### config.mk
export PLATFORM = sky130hd
export DESIGN_NAME = instruction_fetch_unit
export DESIGN_NICKNAME = d
export VERILOG_FILES = /design/src/rtl/riscv_pkg.sv /design/src/rtl/ifid_pipe_reg.sv /design/src/rtl/instruction_fetch_unit.sv
export SDC_FILE = /design/constraint.sdc
export NUM_CORES = 1
export LEC_CHECK = 0
export CORE_MARGIN = 2
export CORE_UTILIZATION = 25
export DETAILED_ROUTE_END_ITERATION = 8
export PLACE_DENSITY_LB_ADDON = 0.08
export SLEW_MARGIN = 40
export SYNTH_ARGS = -nofsm -noshare
export SYNTH_HDL_FRONTEND = slang
export SYNTH_SLANG_ARGS = --single-unit
### constraint.sdc
create_clock -name clk -period 2.8 [get_ports clk]
set_clock_uncertainty 0.15 [all_clocks]
set_input_delay 0.42 -clock clk [delete_from_list [all_inputs] [get_ports clk]]
set_output_delay 0.42 -clock clk [all_outputs]
set_load 0.01 [all_outputs]
### src/rtl/riscv_pkg.sv
// Shared constants and types for the pipeline front end.
package riscv_pkg;

  localparam int unsigned XLEN        = 64;
  localparam int unsigned INSTR_BYTES = 4;
  localparam logic [31:0] NOP_INSTR   = 32'h0000_0013;  // addi x0,x0,0

  typedef enum logic [1:0] {
    BOOT = 2'd0,
    RUN  = 2'd1,
    HALT = 2'd2
  } fetch_state_e;

endpackage

### src/rtl/ifid_pipe_reg.sv
// Generic pipeline register: flush loads a bubble, hold keeps contents.
module ifid_pipe_reg #(
  parameter int unsigned XLEN   = 64,
  parameter logic [31:0] BUBBLE = 32'h0000_0013
) (
  input  logic            clk,
  input  logic            reset_i,
  input  logic            hold_i,
  input  logic            flush_i,
  input  logic [XLEN-1:0] pc_i,
  input  logic [31:0]     instr_i,
  output logic [XLEN-1:0] pc_o,
  output logic [31:0]     instr_o,
  output logic            valid_o
);

  logic [XLEN-1:0] pc_q;
  logic [31:0]     instr_q;
  logic            valid_q;

  // Flush beats hold; otherwise capture the incoming instruction as valid.
  always_ff @(posedge clk) begin
    if (reset_i || flush_i) begin
      pc_q    <= '0;
      instr_q <= BUBBLE;
      valid_q <= 1'b0;
    end else if (!hold_i) begin
      pc_q    <= pc_i;
      instr_q <= instr_i;
      valid_q <= 1'b1;
    end
  end

  assign pc_o    = pc_q;
  assign instr_o = instr_q;
  assign valid_o = valid_q;

endmodule

### src/rtl/instruction_fetch_unit.sv
// Fetch stage: PC register, fetch FSM and IF/ID register.
module instruction_fetch_unit #(
  parameter int unsigned XLEN       = 64,
  parameter logic [63:0] RESET_PC   = 64'h0,
  parameter int unsigned IMEM_BYTES = 16,
  parameter logic [31:0] NOP_INSTR  = riscv_pkg::NOP_INSTR
) (
  input  logic            clk,
  input  logic            reset,
  input  logic            Stall,
  input  logic            Branch_Taken,
  input  logic [XLEN-1:0] Branch_Target,
  output logic [XLEN-1:0] Inst_Address,
  input  logic [31:0]     Instruction,
  output logic [XLEN-1:0] IFID_PC,
  output logic [31:0]     IFID_Instruction,
  output logic            IFID_Valid,
  output logic            Halted,
  output logic            Misaligned_Target
);

  import riscv_pkg::*;

  localparam logic [XLEN-1:0] LAST_PC  = XLEN'(IMEM_BYTES - INSTR_BYTES);
  localparam logic [XLEN-1:0] PC_STEP  = XLEN'(INSTR_BYTES);
  localparam logic [XLEN-1:0] PC_RESET = RESET_PC[XLEN-1:0];

  fetch_state_e    state_q, state_d;
  logic [XLEN-1:0] pc_q, pc_d;
  logic            halted_q, halted_d;
  logic            misal_q, misal_d;
  logic            flush, hold;

  // Next-state, PC and IF/ID control decode; priority branch > stall > normal.
  always_comb begin
    state_d  = state_q;
    pc_d     = pc_q;
    halted_d = halted_q;
    misal_d  = 1'b0;
    flush    = 1'b0;
    hold     = 1'b0;
    if (state_q == BOOT) begin
      // Redirects are ignored here; IF/ID stays a bubble while the PC settles.
      flush   = 1'b1;
      state_d = RUN;
    end else if (Branch_Taken) begin
      flush    = 1'b1;
      pc_d     = {Branch_Target[XLEN-1:2], 2'b00};
      state_d  = RUN;
      halted_d = 1'b0;
      misal_d  = (Branch_Target[1:0] != 2'b00);
    end else if (Stall) begin
      hold = 1'b1;
    end else if (state_q == HALT) begin
      flush = 1'b1;
    end else if (pc_q > LAST_PC) begin
      // Redirected past the end of memory: nothing to fetch, stop here.
      flush    = 1'b1;
      state_d  = HALT;
      halted_d = 1'b1;
    end else if (pc_q == LAST_PC) begin
      // Capture the last word but keep the PC parked on it.
      state_d  = HALT;
      halted_d = 1'b1;
    end else begin
      pc_d = pc_q + PC_STEP;
    end
  end

  // Fetch FSM with registered status outputs.
  always_ff @(posedge clk) begin
    if (reset) begin
      state_q  <= BOOT;
      pc_q     <= PC_RESET;
      halted_q <= 1'b0;
      misal_q  <= 1'b0;
    end else begin
      state_q  <= state_d;
      pc_q     <= pc_d;
      halted_q <= halted_d;
      misal_q  <= misal_d;
    end
  end

  ifid_pipe_reg #(
    .XLEN   (XLEN),
    .BUBBLE (NOP_INSTR)
  ) u_ifid (
    .clk     (clk),
    .reset_i (reset),
    .hold_i  (hold),
    .flush_i (flush),
    .pc_i    (pc_q),
    .instr_i (Instruction),
    .pc_o    (IFID_PC),
    .instr_o (IFID_Instruction),
    .valid_o (IFID_Valid)
  );

  assign Inst_Address      = pc_q;
  assign Halted            = halted_q;
  assign Misaligned_Target = misal_q;

endmodule

==> metrics.txt, run 1 <==
outcome=finished clean; hpwl dp=17,500 um; Cells after Synth=715; Die W=165 um; chip height=165 um; Tightest Pin Transition=0.560 ns; RSZ-0062 raised after global routing=no; Tmin final=2.61 ns; synthesized flop and latch total=161; Distinct cells, synth=49; startpoint type of the worst setup path=flop; Hold Crit Class=in2reg; CP Data Required Time=2.98 ns; post-synth top area cell=dfxtp_1; share of post-route cells with drive strength above 1=10.2%; DRT iter0 DRCs=502; final number of setup-violating endpoints=0; Overall Power=5.53 mW; final antenna-violating net count=0; Clock Root Buffer=clkbuf_16; mapped cell area=6440 um2; FF-to-FF path depth=9; die area=27,100 um2; Sink Count=161; PwrDens=543 nW/um2; Final Cycle Share=93.0%; Max Cap Viol=0; worst rel slew slack=62.6%; Reg2Reg Setup Slack=0.19 ns; Synth Area per Inst=9.01 um2; Worst path slowest cell=dfxtp_1; worst-path maximum fanout=6; filler cell count=2,561; Seq. cell area=3220 um2; most frequently used flop master after synthesis=dfxtp_1; number of synthesized flops with an enable pin=0; Placeable Area=25,300 um2; worst path cell trace=ha_1 -> nand3_1 -> nor4_4 -> buf_4 -> nand3_1 -> nor3_1 -> buf_4 -> nand2_1 -> a221oi_1; pin count of the biggest net entering global routing=77; first-pass iteration count of the detailed router=4; vias per cell=4.94; CP endpoint kind=flop; DRC viols=0; Skew-Pair Late Insertion Delay=0.43 ns; Slew Limit Fails=0; CP delay by family, top=simple AND/OR/NAND/NOR gates; initial antenna violation count=2; H-tree depth=4; DRT Wirelength=25,100 um; Leak=3.89 nW; VDD IR max=0.412 mV; post-synthesis sequential area ratio=50.0%; Final Hold Viols=0; Core Util, Final=40.4%; vias post-DR=6,496; Final Non-Filler Cells=1,316; GRT Util Overall=18.3%; Yosys top cell area share=50.0%; CP Data Arrival Time=2.78 ns; GP Congestion=0.820; Setup TNS Final=0 ns; top post-synthesis cells by area=dfxtp_1 (50%), and3_1 (7.4%), a22oi_1 (5.4%); IO buf count=258; grt total ovfl=0; CTS clk-pin slew, worst paths=0.07 ns; synthesis-to-finish area growth=58.4%; critical path buffer and inverter count=2; Async SR Flop Fraction=0%; nets=1,074; cts bufs inserted=17; Starting Density=25.5%; CTS Buffer Depth=2; footprint of the multi-input gates=2990 um2; Routed wire per std cell=19.1 um; row cnt=58; Ports=263; slowest stage delay, CP=0.47 ns; synth warn=0; WS Path Type=reg2reg; vias in the first global route=6,225; Worst Hold Path Cells=2; FMAX=384 MHz; CP Depth=9; Cells after DPL=1,281; Post-CTS Hold Fix Bufs=0; CTS tree=yes; first-pass GRT wire length=37,700 um
-- power by group --
part / switching [mW] / internal (mW) / leakage (nW)
clock network: 1.16 / 1.38 / 0.309
logic: 0.301 / 0.303 / 2.28
registers: 0.0598 / 2.33 / 1.30
total: 1.52 / 4.02 / 3.89
-- final timing paths --
path | end | startpoint
hold reg to reg | u_ifid.valid_o$_SDFFE_PP0N_ | u_ifid.valid_o$_SDFFE_PP0N_
setup / recovery | Inst_Address[50]$_SDFFE_PP0P_ | Inst_Address[3]$_SDFFE_PP0P_
setup reg to reg | Inst_Address[50]$_SDFFE_PP0P_ | Inst_Address[3]$_SDFFE_PP0P_
hold / removal | state_q[1]$_SDFFE_PP0P_ | Branch_Taken
-- cell usage in the layout, fill, tap and decap left out, types with 3 or more instances in the layout --
cell	instances
nand3_1	28
clkbuf_16	17
inv_1	5
a211oi_1	4
a32o_1	4
o31ai_1	12
a32oi_1	3
nor4b_1	4
or4_1	11
nor2_1	60
nor3_1	21
a21oi_1	39
dfxtp_1	161
inv_8	5
and3_1	76
o21ai_0	15
nand2b_1	3
a221oi_1	7
nand2_1	60
and2_1	4
or3_1	3
nand4_1	11
a22oi_1	46
clkdlybuf4s50_1	256
buf_12	5
buf_4	32
mux2i_1	4
clkinv_8	4
nor4_1	17
a31o_2	12
nand3b_1	3
o22ai_1	5
nor2b_1	4
a221oi_2	3
inv_6	3
conb_1	4
-- final cells by class --
class,instances,area share (%)
clock inverter,15,2.11
timing repair buffer,295,28.6
inverter,6,0.221
antenna,1,0.0245
sequential,161,31.6
multi-input combinational,491,29.3
tap,330,4.05
clock buffer,17,4.17
-- layer usage --
metal | up-vias | wire length (um) | GRT usage [%]
li1 | 3171 | - | -
met2 | 225 | 11100 | 27.6
met3 | 9 | 2130 | 6.30
met1 | 3091 | 11700 | 25.2
met5 | - | 0 | 0
met4 | 0 | 176 | 3.79
-- registers in the layout, indices dropped and copies added, names as in the netlist --
signal,cells
Halted,1
Inst_Address,62
Misaligned_Target,1
state_q,2
u_ifid.instr_o,32
u_ifid.pc_o,62
u_ifid.valid_o,1
-- kinds of logic after synthesis --
group / after synthesis / share of synthesized area, %
AO/OA/AOI/OAI: 160 / 17.5
adder cells (fa/ha/maj): 2 / 0.389
buffers and inverters: 66 / 4.20
flip-flops: 161 / 50.0
multiplexers: 4 / 0.622
other: 1 / 0.0582
AND/OR/NAND/NOR: 321 / 27.2
-- repair_timing --
action | CTS | global route
endpoints found under the setup margin | 0 | 2
gates resized for setup | 0 | 1
buffers inserted | 0 | 2
endpoints found under the hold margin | 0 | 0
-- cells in the mapped netlist, types with 2 or more instances --
master,n
mux2i_1,4
nor2_1,61
and3_1,76
nand4_1,11
nand4_2,2
a31oi_1,2
ha_1,2
a32o_1,4
and2_1,4
a211oi_1,4
nand2_1,60
nand4b_1,2
a31o_2,12
nand2b_1,3
inv_1,6
and4_1,2
clkbuf_1,47
buf_1,3
or4_1,11
o21ai_0,16
o22ai_1,5
a21o_1,2
a22oi_1,46
a32oi_1,3
nor4b_1,4
a41oi_1,2
a221oi_2,3
nor3_1,21
nor4_4,2
nor4_1,18
o31ai_1,12
or3_1,3
a221oi_1,7
dfxtp_1,161
nand3b_1,3
buf_4,4
nand3_1,28
nor2b_1,5
buf_2,6
a21oi_1,39
-- metrics by stage --
stage / cell area (um2) / hold slack [ns] / worst slack, ns
final: 10200 / 0.283 / 0.195
after global routing: 10200 / 0.311 / 0.0134
after CTS: 10200 / 0.276 / 0.157
after detailed placement: 9540 / 0.300 / 0.168
after global placement: 9540 / 0.293 / 0.325
after floorplan: 6450 / 0.331 / 0.446
Power figures use the tool's default switching activity.
==> run 2: changes to the inputs <==
Settings changed: HOLD_SLACK_MARGIN from default to 0.08, SLEW_MARGIN 40 to default.
==> results of run 2 <==
Same layout as run 1: the final DEF is identical, and so are final timing and power.
==> run 3: changes to the inputs <==
Settings changed: CORE_UTILIZATION 25 to 30.
==> run 3 against run 2 <==
Effect of this change: global-route usage increased by 1.9 points; die area decreased by 16%; wire length shrank 7.9%; clock-buffer cell count is the same; critical endpoint is now Inst_Address[60]$_SDFFE_PP0P_; largest cell class unchanged; highest routed layer unchanged.
==> metrics.txt, run 3 (same netlist as run 1, synthesis figures left out) <==
outcome=finished clean; worst-path maximum fanout=7; Final Cycle Share=92.6%; Die W=151 um; die area=22,700 um2; pin count of the biggest net entering global routing=81; Tightest Pin Transition=0.563 ns; CTS tree=yes; post_cts resized=0; Core Util, Final=47.8%; DRT Wirelength=23,100 um; PwrDens=532 nW/um2; Max Cap Viol=0; commonest non-fill, non-tap cell in the layout=clkdlybuf4s50_1; cts bufs inserted=17; CTS clk-pin slew, worst paths=0.07 ns; first-pass GRT wire length=35,300 um; critical path buffer and inverter count=1; post-CTS setup buffers=0; synthesis-to-finish area growth=56.1%; Leak=3.85 nW; row cnt=53; VDD IR max=0.355 mV; first-pass iteration count of the detailed router=5; WS Path Type=reg2reg; Tmin final=2.59 ns; Routed wire per std cell=18.4 um; hold_sp=u_ifid.valid_o$_SDFFE_PP0N_; DRT iter0 DRCs=384; GRT Util Overall=20.1%; RR Startpoint=Inst_Address[2]$_SDFFE_PP0P_; Placeable Area=21,000 um2; CP startpoint=Inst_Address[2]$_SDFFE_PP0P_; vias post-DR=6,377; FMAX=386 MHz; Ports=263; cell mode on critical path=nand4_1; H-tree depth=4; Hold Crit Class=reg2reg; Starting Density=30.6%; nets=1,067; CP Data Required Time=2.98 ns; DRC viols=0; Clock Root Buffer=clkbuf_16; CP delay by family, top=simple AND/OR/NAND/NOR gates; Sink Count=161; Worst path slowest cell=dfxtp_1; vias in the first global route=6,128; Post-CTS Hold Fix Bufs=0; vias per cell=5.08; initial antenna violation count=2; worst path cell trace=ha_1 -> nand3_1 -> nor4_4 -> nand4_1 -> nor4_1 -> buf_4 -> nand4_1 -> a221oi_1; Setup TNS Final=0 ns; CP endpoint kind=flop; GP Congestion=0.829; final number of setup-violating endpoints=0; hpwl dp=16,200 um; chip height=151 um; CP Data Arrival Time=2.77 ns; share of post-route cells with drive strength above 1=9.41%; CTS Buffer Depth=2; commonest non-fill, non-tap cells in the layout=clkdlybuf4s50_1 (256), dfxtp_1 (161), and3_1 (76); Skew-Pair Late Insertion Delay=0.43 ns; grt total ovfl=0; final antenna-violating net count=0; IO buf count=258; slowest stage delay, CP=0.47 ns; startpoint type of the worst setup path=flop; RSZ-0062 raised after global routing=no; Slew Limit Fails=0; worst rel slew slack=62.2%; Final Hold Viols=0
run 3: report_power, final:
group	leakage (nW)	switching [mW]	total (mW)	internal [mW]
combinational	2.25	0.288	0.589	0.301
clock	0.297	1.15	2.36	1.22
sequential	1.30	0.0616	2.39	2.33
run 3: area by class of cell:
type	instances	area (um2)
Antenna cell	2	5.00
Clock buffer	17	425
Clock inverter	15	183
Fill cell	2051	11000
Inverter	6	22.5
Multi-Input combinational cell	491	2980
Sequential cell	161	3220
Tap cell	275	344
Timing Repair Buffer	288	2870
run 3: metrics by stage:
step | hold WS (ns) | instances | total power [mW] | area, um2 | worst slack [ns]
after global routing | 0.339 | 1255 | 5.55 | 10100 | 0.0203
after global placement | 0.301 | 1221 | 3.04 | 9440 | 0.372
final | 0.309 | 1255 | 5.34 | 10100 | 0.207
after floorplan | 0.331 | 718 | 2.68 | 6450 | 0.446
after detailed placement | 0.300 | 1221 | 3.04 | 9440 | 0.287
after CTS | 0.312 | 1253 | 5.41 | 10000 | 0.266
run 3: worst paths after layout:
path / depth (start not counted) / to / slack (ns)
max: 8 / Inst_Address[60]$_SDFFE_PP0P_ / 0.21
min: 2 / u_ifid.valid_o$_SDFFE_PP0N_ / 0.31
max reg2reg: 8 / Inst_Address[60]$_SDFFE_PP0P_ / 0.21
min reg2reg: 2 / u_ifid.valid_o$_SDFFE_PP0N_ / 0.31
run 3: layer usage:
| metal | global-route usage, % | wire [um] |
|---|---|---|
| met1 | 28.1 | 10900 |
| met2 | 30.1 | 10100 |
| met3 | 5.85 | 1820 |
| met4 | 6.04 | 316 |
| met5 | 0 | 0 |
run 3: worst register-to-register path, delay by kind of cell (launching register included):
| family | cells | cell delay [ns] |
|---|---|---|
| AND/OR/NAND/NOR | 5 | 1.17 |
| flip-flops | 1 | 0.47 |
| AO/OA/AOI/OAI | 1 | 0.28 |
| adder cells (fa/ha/maj) | 1 | 0.22 |
| buffers and inverters | 1 | 0.21 |
